$ cat config.mk
export PLATFORM = sky130hd
export DESIGN_NAME = canny_line_stream_tx
export DESIGN_NICKNAME = d
export VERILOG_FILES = /design/src/rtl/canny_line_stream_tx.sv
export SDC_FILE = /design/constraint.sdc
export NUM_CORES = 1
export LEC_CHECK = 0
export CAP_MARGIN = 30
export CELL_PAD_IN_SITES_DETAIL_PLACEMENT = 0
export CELL_PAD_IN_SITES_GLOBAL_PLACEMENT = 2
export CORE_MARGIN = 2
export CORE_UTILIZATION = 38
export CTS_BUF_LIST = sky130_fd_sc_hd__clkbuf_4 sky130_fd_sc_hd__clkbuf_8 sky130_fd_sc_hd__clkbuf_16
export CTS_CLUSTER_SIZE = 14
export DETAILED_ROUTE_END_ITERATION = 8
export GPL_ROUTABILITY_DRIVEN = 1
export PLACE_DENSITY_LB_ADDON = 0.12
export SYNTH_ARGS = -nofsm -noshare
export SYNTH_HDL_FRONTEND = slang
export SYNTH_SLANG_ARGS = --single-unit
$ cat constraint.sdc
create_clock -name clk -period 4.2 [get_ports clk]
set_input_delay 0.63 -clock clk [delete_from_list [all_inputs] [get_ports clk]]
set_output_delay 0.63 -clock clk [all_outputs]
set_load 0.05 [all_outputs]
$ cat src/rtl/canny_line_stream_tx.sv
// canny_line_stream_tx
// Transmit side of the line-buffered 3x3 window interface in the canny
// pipeline. It pulls pixels from an upstream word FIFO and drives a gapless
// per-line raster stream into the 3x3 window generator. After the image it
// appends PAD_LINES zero lines so that the last image row reaches the window
// centre. It also produces a centre-valid strobe with centre coordinates that
// line up with the window register outputs.
//
// Ports:
//   clk          system clock
//   rst_n        asynchronous active-low reset
//   start        one-cycle frame start pulse, honoured only when idle
//   s_line_avail upstream holds at least IMG_W words
//   s_valid      upstream word valid
//   s_data       upstream word
//   s_ready      upstream word consumed this cycle (when s_valid=1)
//   dout_vld     pixel strobe to window generator din_vld
//   dout         pixel to window generator din
//   ctr_vld      window centre valid
//   ctr_row      centre row
//   ctr_col      centre column
//   busy         frame in progress
//   frame_done   one-cycle pulse at end of frame
//   underrun     sticky; a pixel slot found no upstream word; cleared by start
module canny_line_stream_tx #(
    parameter int IMG_W     = 1024,
    parameter int IMG_H     = 768,
    parameter int DW        = 13,
    parameter int PAD_LINES = 1,
    parameter int HBLANK    = 2
) (
    input  logic                       clk,
    input  logic                       rst_n,
    input  logic                       start,
    input  logic                       s_line_avail,
    input  logic                       s_valid,
    input  logic [DW-1:0]              s_data,
    output logic                       s_ready,
    output logic                       dout_vld,
    output logic [DW-1:0]              dout,
    output logic                       ctr_vld,
    output logic [$clog2(IMG_H)-1:0]   ctr_row,
    output logic [$clog2(IMG_W)-1:0]   ctr_col,
    output logic                       busy,
    output logic                       frame_done,
    output logic                       underrun
);

    localparam int TOTAL = IMG_H + PAD_LINES;
    localparam int RW    = $clog2(TOTAL + 1);
    localparam int CW    = $clog2(IMG_W);
    localparam int CRW   = $clog2(IMG_H);
    localparam int BW    = $clog2(HBLANK + 2);

    localparam logic [RW-1:0] ROW_IMG    = RW'(IMG_H);
    localparam logic [RW-1:0] ROW_TOTAL  = RW'(TOTAL);
    localparam logic [CW-1:0] COL_LAST   = CW'(IMG_W - 1);
    localparam logic [BW-1:0] BLANK_LAST = BW'(HBLANK - 1);

    localparam logic [2:0] S_IDLE      = 3'd0;
    localparam logic [2:0] S_WAIT_LINE = 3'd1;
    localparam logic [2:0] S_LINE      = 3'd2;
    localparam logic [2:0] S_FLUSH     = 3'd3;
    localparam logic [2:0] S_BLANK     = 3'd4;
    localparam logic [2:0] S_DONE      = 3'd5;

    logic [2:0]    state;
    logic [2:0]    state_n;
    logic [RW-1:0] row_p0;
    logic [CW-1:0] col_p0;
    logic [BW-1:0] blank_cnt;
    logic [RW-1:0] row_inc;
    logic          emit_p0;
    logic          line_end;

    logic          vld_p1;
    logic [DW-1:0] dout_p1;
    logic [RW-1:0] row_p1;
    logic [CW-1:0] col_p1;
    logic [RW-1:0] row_m1;
    logic [CW-1:0] col_m1;
    logic          ctr_hit;

    // Decide where to go once a line (and its blanking) is finished, or
    // while waiting: an image line needs a full line upstream, pad lines
    // need nothing, and after the last pad line the frame is done. Jumping
    // straight into LINE/FLUSH keeps the inter-line gap at exactly HBLANK.
    function automatic logic [2:0] next_line_state(input logic [RW-1:0] r,
                                                   input logic avail);
        logic [2:0] s;
        if (r < ROW_IMG) begin
            s = avail ? S_LINE : S_WAIT_LINE;
        end else if (r < ROW_TOTAL) begin
            s = S_FLUSH;
        end else begin
            s = S_DONE;
        end
        return s;
    endfunction

    assign emit_p0    = (state == S_LINE) || (state == S_FLUSH);
    assign line_end   = emit_p0 && (col_p0 == COL_LAST);
    assign row_inc    = row_p0 + RW'(1);
    assign s_ready    = (state == S_LINE);
    assign busy       = (state != S_IDLE);
    assign frame_done = (state == S_DONE);

    always_comb begin
        state_n = state;
        case (state)
            S_IDLE: begin
                if (start) state_n = S_WAIT_LINE;
            end
            S_WAIT_LINE: begin
                state_n = next_line_state(row_p0, s_line_avail);
            end
            S_LINE, S_FLUSH: begin
                if (col_p0 == COL_LAST) begin
                    if (HBLANK == 0) state_n = next_line_state(row_inc, s_line_avail);
                    else             state_n = S_BLANK;
                end
            end
            S_BLANK: begin
                if (blank_cnt == BLANK_LAST) state_n = next_line_state(row_p0, s_line_avail);
            end
            S_DONE: begin
                state_n = S_IDLE;
            end
            default: begin
                state_n = S_IDLE;
            end
        endcase
    end

    // ---- stage p0: frame control, row/column position of the pixel slot ----
    always_ff @(posedge clk or negedge rst_n) begin
        if (!rst_n) begin
            state     <= S_IDLE;
            row_p0    <= '0;
            col_p0    <= '0;
            blank_cnt <= '0;
            underrun  <= 1'b0;
        end else begin
            state <= state_n;
            if ((state == S_IDLE) && start) begin
                row_p0   <= '0;
                col_p0   <= '0;
                underrun <= 1'b0;
            end
            if ((state == S_LINE) && !s_valid) begin
                underrun <= 1'b1;
            end
            if (emit_p0) begin
                col_p0 <= line_end ? '0 : col_p0 + CW'(1);
                if (line_end) row_p0 <= row_inc;
            end
            if ((state == S_BLANK) && (blank_cnt != BLANK_LAST)) begin
                blank_cnt <= blank_cnt + BW'(1);
            end else begin
                blank_cnt <= '0;
            end
        end
    end

    // ---- stage p1: registered pixel to the window generator ----
    always_ff @(posedge clk or negedge rst_n) begin
        if (!rst_n) begin
            vld_p1  <= 1'b0;
            dout_p1 <= '0;
            row_p1  <= '0;
            col_p1  <= '0;
        end else begin
            vld_p1  <= emit_p0;
            dout_p1 <= ((state == S_LINE) && s_valid) ? s_data : '0;
            row_p1  <= row_p0;
            col_p1  <= col_p0;
        end
    end

    assign dout_vld = vld_p1;
    assign dout     = dout_p1;

    // A pixel at stream (r,c) completes the window centred on (r-1,c-1).
    // Only rows 1..IMG_H-1 and columns 1..IMG_W-2 are flagged; rows 0/1 of a
    // fresh frame never qualify, so stale taps after an abort stay hidden.
    assign row_m1  = row_p1 - RW'(1);
    assign col_m1  = col_p1 - CW'(1);
    assign ctr_hit = vld_p1 && (row_p1 >= RW'(2)) && (col_p1 >= CW'(2))
                     && (row_p1 <= ROW_IMG);

    // ---- stage p2: centre strobe aligned to the window register outputs ----
    always_ff @(posedge clk or negedge rst_n) begin
        if (!rst_n) begin
            ctr_vld <= 1'b0;
            ctr_row <= '0;
            ctr_col <= '0;
        end else begin
            ctr_vld <= ctr_hit;
            if (ctr_hit) begin
                ctr_row <= row_m1[CRW-1:0];
                ctr_col <= col_m1;
            end
        end
    end

endmodule

==> results of run 1 <==
==> stage by stage <==
| stage | setup WS, ns | instance area [sq um] | power [uW] |
|---|---|---|---|
| 4_1_cts | 1.184 | 4601 | 3198 |
| 5_1_grt | 0.9825 | 4601 | 3359 |
| 3_3_place_gp | 1.604 | 4339 | 2505 |
| 6_report | 1.177 | 4601 | 3154 |
| 3_5_place_dp | 1.565 | 4367 | 2521 |
| 2_1_floorplan | 2.109 | 3671 | 2112 |
==> layer usage <==
| metal | vias up | routed length, microns | part of all wire |
|---|---|---|---|
| met5 | - | 0 | 0 |
| met4 | 0 | 111 | 0.016 |
| met3 | 9 | 434 | 0.062 |
| met2 | 62 | 2961 | 0.42 |
| met1 | 1202 | 3527 | 0.50 |
| li1 | 1262 | - | - |
==> final cells by class <==
type / instances / area [sq um]
fillers: 883 / 4727
inverters: 20 / 75.07
multi-input cells: 207 / 1503
clock inverters: 6 / 96.34
flip-flops and latches: 81 / 2027
repair buffers: 59 / 600.6
well taps: 129 / 161.4
clock buffers: 10 / 137.6
==> power groups by stage <==
| stage | combinational (uW) | clock, uW | sequential [uW] |
|---|---|---|---|
| global placement | 1340 | 0 | 1160 |
| finish | 1340 | 665 | 1150 |
| floorplan | 608 | 0 | 1500 |
| detailed placement | 1350 | 0 | 1170 |
| global route | 1460 | 718 | 1180 |
| CTS | 1360 | 690 | 1150 |
==> synth_stat cells, drive strengths merged, types with 4 or more instances <==
cell type  instances  area share
mux2i              6       0.016
clkbuf             7      0.0072
xor2               4      0.0095
o31ai              5       0.010
nor3               5      0.0068
nand2             25       0.026
nor2              16       0.016
a31oi              9       0.015
and3              16       0.027
nand3             13       0.018
inv               19       0.019
nor4               6       0.016
buf                5       0.011
dfrtp             81        0.55
o21ai             10       0.014
xnor2             10       0.024
nand4              7       0.014
mux2              17       0.070
a21oi             10       0.014
ha                 8       0.027
==> logic make-up after synthesis <==
| logic type | share of synthesized area |
|---|---|
| AO/OA/AOI/OAI | 0.09816 |
| XOR/XNOR | 0.03340 |
| adder cells (fa/ha/maj) | 0.02727 |
| buffers and inverters | 0.03852 |
| flip-flops | 0.5521 |
| multiplexers | 0.08589 |
| AND/OR/NAND/NOR | 0.1646 |
==> critical path, delay by kind of cell, from the launching register on <==
kind,cells,cell delay [ns]
AND/OR/NAND/NOR,2,0.54
buffers and inverters,2,1.01
flip-flops,1,0.49
==> cell usage in the layout (no fill, tap or decap), drive strengths merged, types with 3 or more instances in the layout <==
| master | instances |
|---|---|
| nor3 | 5 |
| clkbuf | 10 |
| ha | 8 |
| inv | 22 |
| or4 | 3 |
| dfrtp | 81 |
| nand3 | 13 |
| a21oi | 10 |
| xor2 | 4 |
| o21ai | 10 |
| o41ai | 3 |
| buf | 4 |
| nand4 | 7 |
| a31oi | 9 |
| clkdlybuf4s50 | 55 |
| mux2 | 17 |
| nand2 | 25 |
| nor4 | 6 |
| o31ai | 5 |
| mux2i | 6 |
| and4 | 3 |
| o311ai | 3 |
| xnor2 | 10 |
| nor2 | 16 |
| and3 | 16 |
==> sequential cells by signal, summed over array words and instances, names as in the netlist <==
register	count
dout_vld	1
blank_cnt	2
col_p1	10
ctr_row	10
row_p1	10
row_p0	10
dout	13
state	3
col_p0	10
underrun	1
ctr_col	10
ctr_vld	1
==> worst paths after layout <==
check | start | endpoint | depth (start not counted)
hold reg to reg | row_p0[9] | row_p1[9] | 0
max in group asynchronous | rst_n | state[0] | 2
setup reg to reg | state[2] | row_p0[9] | 5
setup / recovery | state[2] | s_ready | 4
hold / removal | rst_n | ctr_row[5] | 1
min in group clk | row_p0[9] | row_p1[9] | 0
==> summary.md, run 1 <==
| Metric | Value |
|---|---|
| Startpoint Class | flip-flop |
| Final GP Congestion | 0.7459 |
| Clk pwr share | 0.211 |
| Maximum operating frequency | 0.3308 GHz |
| Number of port buffers | 56 |
| Rel. slew slack | 0.3639 |
| Cts hold-fix bufs | 0 |
| Global-route wire length before repair | 12,460 microns |
| CP Max Fanout | 14 |
| CTS tree | yes |
| Sink Count | 81 |
| Num CTS Buffers | 9 |
| Final WL | 7035 microns |
| Post-Syn Area | 3671 sq um |
| Switching Share | 0.4078 |
| IO Count | 57 |
| Slowest stage delay, CP | 0.82 ns |
| Crit Path Class | reg2out |
| Worst hold margin | 0.1931 ns |
| Grt met1 use | 0.2148 |
| Die width | 102.3 microns |
| Antenna violations before repair | 0 |
| Cells after synthesis | 320 |
| Root buffer cell | clkbuf_8 |
| CTS Buffer Depth | 2 |
| Worst min path class | in2async |
| Row cnt | 35 |
| Worst-Skew Late Latency | 0.36 ns |
| Global routing's busiest layer | met2 |
| Status | completed |
| Final Hold Viols | 0 |
| TritonRoute pass-1 iters | 4 |
| Worst IR Drop VDD | 0.0003372 V |
| Largest net degree at the start of global routing | 53 |
| Core ar. | 9328 sq um |
| Placed insts | 496 |
| Fin crit share | 0.7198 |
| Worst-path cell chain | nand2b_1 -> nor2_1 -> buf_4 -> clkdlybuf4s50_1 |
| Psw | 1286 uW |
| Max-cap viol count | 0 |
| Worst slew pin tran | 0.9498 ns |
| Reg power frac | 0.364 |
| H-tree Lvls | 3 |
| Die area | 10,460 sq um |
| Final max-slew violation count | 0 |
| P_int | 1868 uW |
| CP arrival | 2.39 ns |
| Post-route minimum period | 3.023 ns |
| Vias/cell | 4.951 |
| Vias in the first global route | 2,543 |
| Area growth from synthesis to layout | 25.32% |
| ANT nets after route | 0 |
| Residual DRC | 0 |
| Worst setup EP type | output port |
| Fraction of final layout cells sized beyond drive strength 1 | 0.1149 |
| Leakage | 0.002163 uW |
| DP HPWL | 4928 microns |
| Ys async rst share | 1.000 |
| Fin nets | 404 |
| Post-synthesis sequential area ratio | 0.5521 |
| Setup TNS | 0 ns |
| Netlist cell types | 51 |
| Grt met2 use | 0.2176 |
| Worst endpoint required time | 3.57 ns |
| Diode count | 0 |
| RSZ-0062 raised after global routing | no |
| First DRT Iteration DRCs | 124 |
| Post-synth EDFFs | 0 |
| Met3 usage | 0.05472 |
| Post-CTS resize count | 0 |
| R2r setup slk | 1.92 ns |
| GRT Total Usage | 0.1524 |
| Ys flop type | dfrtp_1 |
| Syn Nets | 346 |
| Initial Utilization | 0.3936 |
| Crit-path slowest cell | clkdlybuf4s50_1 |
| YS warnings | 0 |
| Syn_area_per_cell | 11.47 sq um |
| FF+latch count, synth | 81 |
| Wirelength per Cell | 13.74 microns |
| Die Y-Extent | 102.3 microns |
| Combinational cell fraction of total power | 0.426 |
| Total global routing overflow | 0 |
| Clk_skew | 0.01491 ns |
| Clock transition at path regs | 0.09 ns |
| Post-CTS Setup Bufs | 0 |
| Layout Cells excl Fill | 512 |
| Endpoints failing setup | 0 |
| Vias | 2,535 |
| Post-Route Utilization | 0.4932 |
| PwrDens | 685.6 nW/um^2 |
No activity file was read; power rests on OpenSTA's default activity.
==> inputs of run 2 (changes only) <==
CORE_UTILIZATION = 32   (was 38)
clock period = 2.5 ns   (was 4.2 ns; I/O delays follow)
==> run 2 against run 1 <==
  * Power is 76% higher
  * Sequential share of layout area is 1.3 points lower
  * Hold slack worse by 0.19 ns
  * Count of clock-buffer cells in the layout stayed put
  * Largest cell class unchanged
  * Worst setup slack worse by 0.99 ns
  * Cell count is 3.7% higher
  * Global-route usage is 2.4 points lower
  * Routed wire length is 5.5% higher
  * Clock power is 95% higher
  * Largest power group unchanged
==> summary.md, run 2 (synthesized netlist as in run 1, its figures left out) <==
| Metric | Value |
|---|---|
| Post-route minimum period | 2.318 ns |
| Worst min path class | in2async |
| Rel. slew slack | 0.6455 (+0.2816) |
| H-tree Lvls | 3 (unchanged) |
| Vias/cell | 4.815 (-2.7%) |
| Die area | 12,340 sq um (+18%) |
| Leakage | 0.002229 uW (+3.0%) |
| Final max-slew violation count | 0 (unchanged) |
| CP Max Fanout | 13 (-1) |
| Area growth from synthesis to layout | 29.11% |
| Fraction of final layout cells sized beyond drive strength 1 | 0.1289 (+0.01398) |
| TritonRoute pass-1 iters | 4 (unchanged) |
| Setup crit end | busy |
| Num CTS Buffers | 9 (unchanged) |
| Clock transition at path regs | 0.06 ns (-0.03 ns) |
| Crit Path Class | reg2out |
| CTS Buffer Depth | 2 (unchanged) |
| Cts hold-fix bufs | 0 (unchanged) |
| Largest net degree at the start of global routing | 47 (-11%) |
| First DRT Iteration DRCs | 121 (-2.4%) |
| DP HPWL | 5250 microns (+6.5%) |
| RR Endpoint | row_p0[9] |
| CP arrival | 1.94 ns (-0.45 ns) |
| Post-CTS resize count | 0 (unchanged) |
| Final Hold Viols | 0 (unchanged) |
| Total power | 5560 uW (+76%) |
| ANT nets after route | 0 (unchanged) |
| Largest register FFs | 13 (unchanged) |
| GRT Total Usage | 0.1280 (-0.02432) |
| Final GP Congestion | 0.6937 (-7.0%) |
| Fin nets | 410 (+1.5%) |
| R2r setup slk | 0.52 ns (-1.40 ns) |
| Clk_skew | 0.004771 ns (-0.01014 ns) |
| Commonest non-fill, non-tap cell in the layout | dfrtp_1 |
| Number of port buffers | 56 (unchanged) |
| Worst endpoint required time | 2.12 ns (-1.45 ns) |
| Worst setup EP type | output port |
| Diode count | 0 (unchanged) |
| Layout Cells excl Fill | 531 (+3.7%) |
| CP startpoint | state[0] |
| Residual DRC | 0 (unchanged) |
| Die width | 111.1 microns (+8.6%) |
| CTS tree | yes |
| Fin crit share | 0.9271 |
| Commonest non-fill, non-tap cells in the layout | dfrtp_1, clkdlybuf4s50_1, nand2_1, inv_1, mux2_4 |
| Reg2reg path depth | 5 (unchanged) |
| Endpoints failing setup | 0 (unchanged) |
| Global-route wire length before repair | 12,680 microns (+1.7%) |
| Worst IR Drop VDD | 0.0006455 V (+91%) |
| Final WL | 7421 microns (+5.5%) |
| Vias | 2,557 (+0.87%) |
| Max-cap viol count | 0 (unchanged) |
| RR Startpoint | col_p0[0] |
| Core ar. | 11,320 sq um (+21%) |
| Row cnt | 39 (+11%) |
| Worst-Skew Late Latency | 0.33 ns (-0.03 ns) |
| Maximum operating frequency | 0.4314 GHz |
| Antenna violations before repair | 0 (unchanged) |
| IO Count | 57 (unchanged) |
| Root buffer cell | clkbuf_16 |
| Vias in the first global route | 2,547 (+0.16%) |
| Die Y-Extent | 111.1 microns (+8.6%) |
| Finished layout cell area | 4740 sq um (+3.0%) |
| PwrDens | 1173 nW/um^2 (+71%) |
| Placed insts | 516 (+4.0%) |
| Status | completed |
| RSZ-0062 raised after global routing | no |
| Setup TNS | 0 ns (unchanged) |
| Wirelength per Cell | 13.98 microns (+1.7%) |
| Area after DPL | 4444 sq um (+1.8%) |
| Post-CTS Setup Bufs | 0 (unchanged) |
| Sink Count | 81 (unchanged) |
| Initial Utilization | 0.3243 (-0.06929) |
| Worst slew pin tran | 0.5301 ns (-0.4196 ns) |
| Total global routing overflow | 0 (unchanged) |
| Startpoint Class | flip-flop |
## run 2: changes by cell type in the layout (fill, tap and decap cells not counted), sizes merged
cell           change
inv                -3
clkdlybuf4s50      -1
buf                +7
bufinv             -1
clkinv             +3
## run 2: power by group
group          total, uW  switching, uW  internal (uW)  leakage [uW]
registers           1940            312           1630       0.00107
logic               2320           1360            961       0.00101
clock network       1300            507            793      0.000144
## run 2: per-layer routing
layer	GRT usage	part of all wire	vias up
met4	0.05432	0.016	0
met3	0.03937	0.057	9
met5	0	0	-
met1	0.1776	0.51	1214
li1	-	-	1274
met2	0.1857	0.42	60
## run 2: worst min-delay path by stage
stage                     slack (ns)  cells after the start      endpoint
after floorplan                 0.08                      0  blank_cnt[0]
after global placement          0.37                      1    ctr_row[2]
after detailed placement        0.38                      1    ctr_row[2]
after CTS                       0.02                      1    ctr_row[2]
after global routing            0.04                      1    ctr_row[2]
final                          0.006                      1    ctr_row[2]
## run 2: critical path, cell delays in order (launching register included)
cell and delay (ns):
dfrtp_1 0.51, or3_1 0.39, clkdlybuf4s50_1 0.71
## run 2: layout make-up
type                            instances  area, sq um
Clock inverter                          5        56.30
Fill cell                            1102         6581
Inverter                               20        75.07
Tap cell                              143        178.9
Timing Repair Buffer                   65        660.6
Multi-Input combinational cell        207         1503
Clock buffer                           10        239.0
Sequential cell                        81         2027
## run 2: metrics by stage
step / util / hold slack, ns / setup slack, ns
after CTS: 0.4187 / 0.01682 / 0.1669
after global routing: 0.4187 / 0.04152 / 0.03916
after floorplan: - / 0.07941 / 0.6643
final: 0.4187 / 0.005621 / 0.1822
after global placement: 0.3926 / 0.3749 / 0.3078
after detailed placement: 0.3926 / 0.3789 / 0.3047
==> inputs of run 3 (changes only) <==
CORE_MARGIN = 8   (was 2)
==> run 3 against run 2 <==
  * Utilization up 0.72 points
  * First-iteration DRC count rose by 17%
  * Register-to-register slack lost 0.03 ns
  * Sequential share of layout area shrank 0.72 points
  * Largest power group unchanged
  * Global-route usage down 1.7 points
  * Non-clock buffer count up 2
  * Die area is 23% higher
==> summary.md, run 3 (synthesized netlist as in run 1, its figures left out) <==
| Metric | Value |
|---|---|
| Worst Hold End | blank_cnt[0] |
| Vias | 2,545 (-0.47%) |
| Global-route wire length before repair | 13,240 microns (+4.5%) |
| Die Y-Extent | 123.1 microns (+11%) |
| CTS Buffer Depth | 2 (unchanged) |
| Worst-Skew Late Latency | 0.33 ns (about the same) |
| DP HPWL | 5580 microns (+6.3%) |
| Area after DPL | 4452 sq um (+0.17%) |
| Wirelength per Cell | 14.48 microns (+3.6%) |
| Final WL | 7733 microns (+4.2%) |
| Largest register FFs | 13 (unchanged) |
| Worst setup EP type | output port |
| Die area | 15,150 sq um (+23%) |
| Reg power frac | 0.329 (-0.020) |
| Sink Count | 81 (unchanged) |
| Worst min path class | reg2reg |
| Rel. slew slack | 0.6428 (-0.002714) |
| Startpoint Class | flip-flop |
| Post-CTS Setup Bufs | 0 (unchanged) |
| Hold wc startpoint | blank_cnt[0] |
| Hold Path Depth | 1 |
| Area growth from synthesis to layout | 31.32% |
| First DRT Iteration DRCs | 141 (+17%) |
| Core ar. | 11,320 sq um (unchanged) |
| Num CTS Buffers | 9 (unchanged) |
| Commonest non-fill, non-tap cells in the layout | dfrtp_1, clkdlybuf4s50_1, nand2_1, inv_1, mux2_4 |
| Final max-slew violation count | 0 (unchanged) |
| Worst slew pin tran | 0.5342 ns (+0.004058 ns) |
| Post-route minimum period | 2.323 ns (+0.005407 ns) |
| GRT Total Usage | 0.1113 (-0.01679) |
| RR Endpoint | row_p0[9] |
| Fin crit share | 0.9293 (+0.002163) |
| Combinational cell fraction of total power | 0.403 (-0.014) |
| Setup TNS | 0 ns (unchanged) |
| H-tree Lvls | 3 (unchanged) |
| Fraction of final layout cells sized beyond drive strength 1 | 0.1330 (+0.004126) |
| Final GP Congestion | 0.7534 (+8.6%) |
| Max-cap viol count | 0 (unchanged) |
| TritonRoute pass-1 iters | 4 (unchanged) |
| Psw | 2187 uW (+0.38%) |
| Vias in the first global route | 2,658 (+4.4%) |
| Die width | 123.1 microns (+11%) |
| Leakage | 0.002270 uW (+1.8%) |
| Clock transition at path regs | 0.06 ns (about the same) |
| Root buffer cell | clkbuf_16 |
| Row cnt | 39 (unchanged) |
| CP arrival | 1.95 ns (about the same) |
| Finished layout cell area | 4821 sq um (+1.7%) |
| Worst IR Drop VDD | 0.0005783 V (-10%) |
| RR Startpoint | col_p0[0] |
| CP Max Fanout | 12 (-1) |
| Maximum operating frequency | 0.4304 GHz (-0.23%) |
| ANT nets after route | 0 (unchanged) |
| Commonest non-fill, non-tap cell in the layout | dfrtp_1 |
| Final Hold Viols | 0 (unchanged) |
| IO Count | 57 (unchanged) |
| Vias/cell | 4.766 (-1.0%) |
| Total global routing overflow | 0 (unchanged) |
| P_int | 3641 uW (+7.7%) |
| Antenna violations before repair | 0 (unchanged) |
| Diode count | 0 (unchanged) |
| Fin nets | 412 (+0.49%) |
| Post-Route Utilization | 0.4258 (+0.007184) |
| RSZ-0062 raised after global routing | no |
| Reg2reg path depth | 5 (unchanged) |
| PwrDens | 1209 nW/um^2 (+3.1%) |
| R2r setup slk | 0.49 ns (-0.03 ns) |
| Initial Utilization | 0.3243 (unchanged) |
| Endpoints failing setup | 0 (unchanged) |
| Number of port buffers | 56 (unchanged) |
| Worst endpoint required time | 2.12 ns (about the same) |
| Clk_skew | 0.004482 ns (-0.0002891 ns) |
| Status | completed |
| Crit Path Class | reg2out |
| CTS tree | yes |
| Clk pwr share | 0.267 (+0.033) |
| Switching Share | 0.3752 (-0.01665) |
| Largest net degree at the start of global routing | 64 (+36%) |
| Residual DRC | 0 (unchanged) |
run 3: repair_timing:
| item | 4_1_cts | 5_1_grt |
|---|---|---|
| hold buffers | 1 | 0 |
| gates resized for setup | 0 | 0 |
| endpoints found under the hold margin | 18 | 0 |
run 3: power by group through the flow:
| stage | registers, uW | clock network, uW | logic [uW] |
|---|---|---|---|
| 2_1_floorplan | 2530 | 0 | 1020 |
| 3_3_place_gp | 1940 | 0 | 2380 |
| 3_5_place_dp | 1950 | 0 | 2380 |
| 4_1_cts | 1930 | 1610 | 2390 |
| 5_1_grt | 1980 | 1670 | 2520 |
| 6_report | 1920 | 1560 | 2350 |
run 3: metal layers:
metal	track usage	part of all wire	up-vias
li1	-	-	1283
met5	0	0	-
met1	0.1421	0.48	1204
met4	0.04063	0.012	0
met3	0.04886	0.075	6
met2	0.1638	0.43	52
run 3: area by class of cell:
type / count / area [sq um]
Fill cell: 1099 / 6500
Clock buffer: 12 / 260.3
Tap cell: 143 / 178.9
Inverter: 20 / 75.07
Clock inverter: 4 / 98.84
Multi-Input combinational cell: 207 / 1503
Timing Repair Buffer: 67 / 678.2
Sequential cell: 81 / 2027
run 3: worst max-delay path by stage:
stage	start	end	slack [ns]	depth (start not counted)
after floorplan	state[2]	s_ready	0.66	4
after global placement	start	col_p0[2]	0.31	5
after detailed placement	start	col_p0[2]	0.32	5
after CTS	state[2]	busy	0.16	2
after global routing	state[2]	busy	0.11	2
final	state[2]	busy	0.18	2
run 3: critical path: stages (launching register included):
cell	delay, ns
dfrtp_1	0.49
or3_1	0.42
clkdlybuf4s50_1	0.71
run 3: stage by stage:
stage / setup slack, ns / hold WS [ns] / cells / power, uW
2_1_floorplan: 0.6643 / 0.07941 / 320 / 3548
3_3_place_gp: 0.3078 / 0.2791 / 517 / 4320
3_5_place_dp: 0.3161 / 0.2813 / 517 / 4329
4_1_cts: 0.1553 / 0.4344 / 534 / 5925
5_1_grt: 0.1125 / 0.4560 / 534 / 6176
6_report: 0.1768 / 0.4274 / 534 / 5829
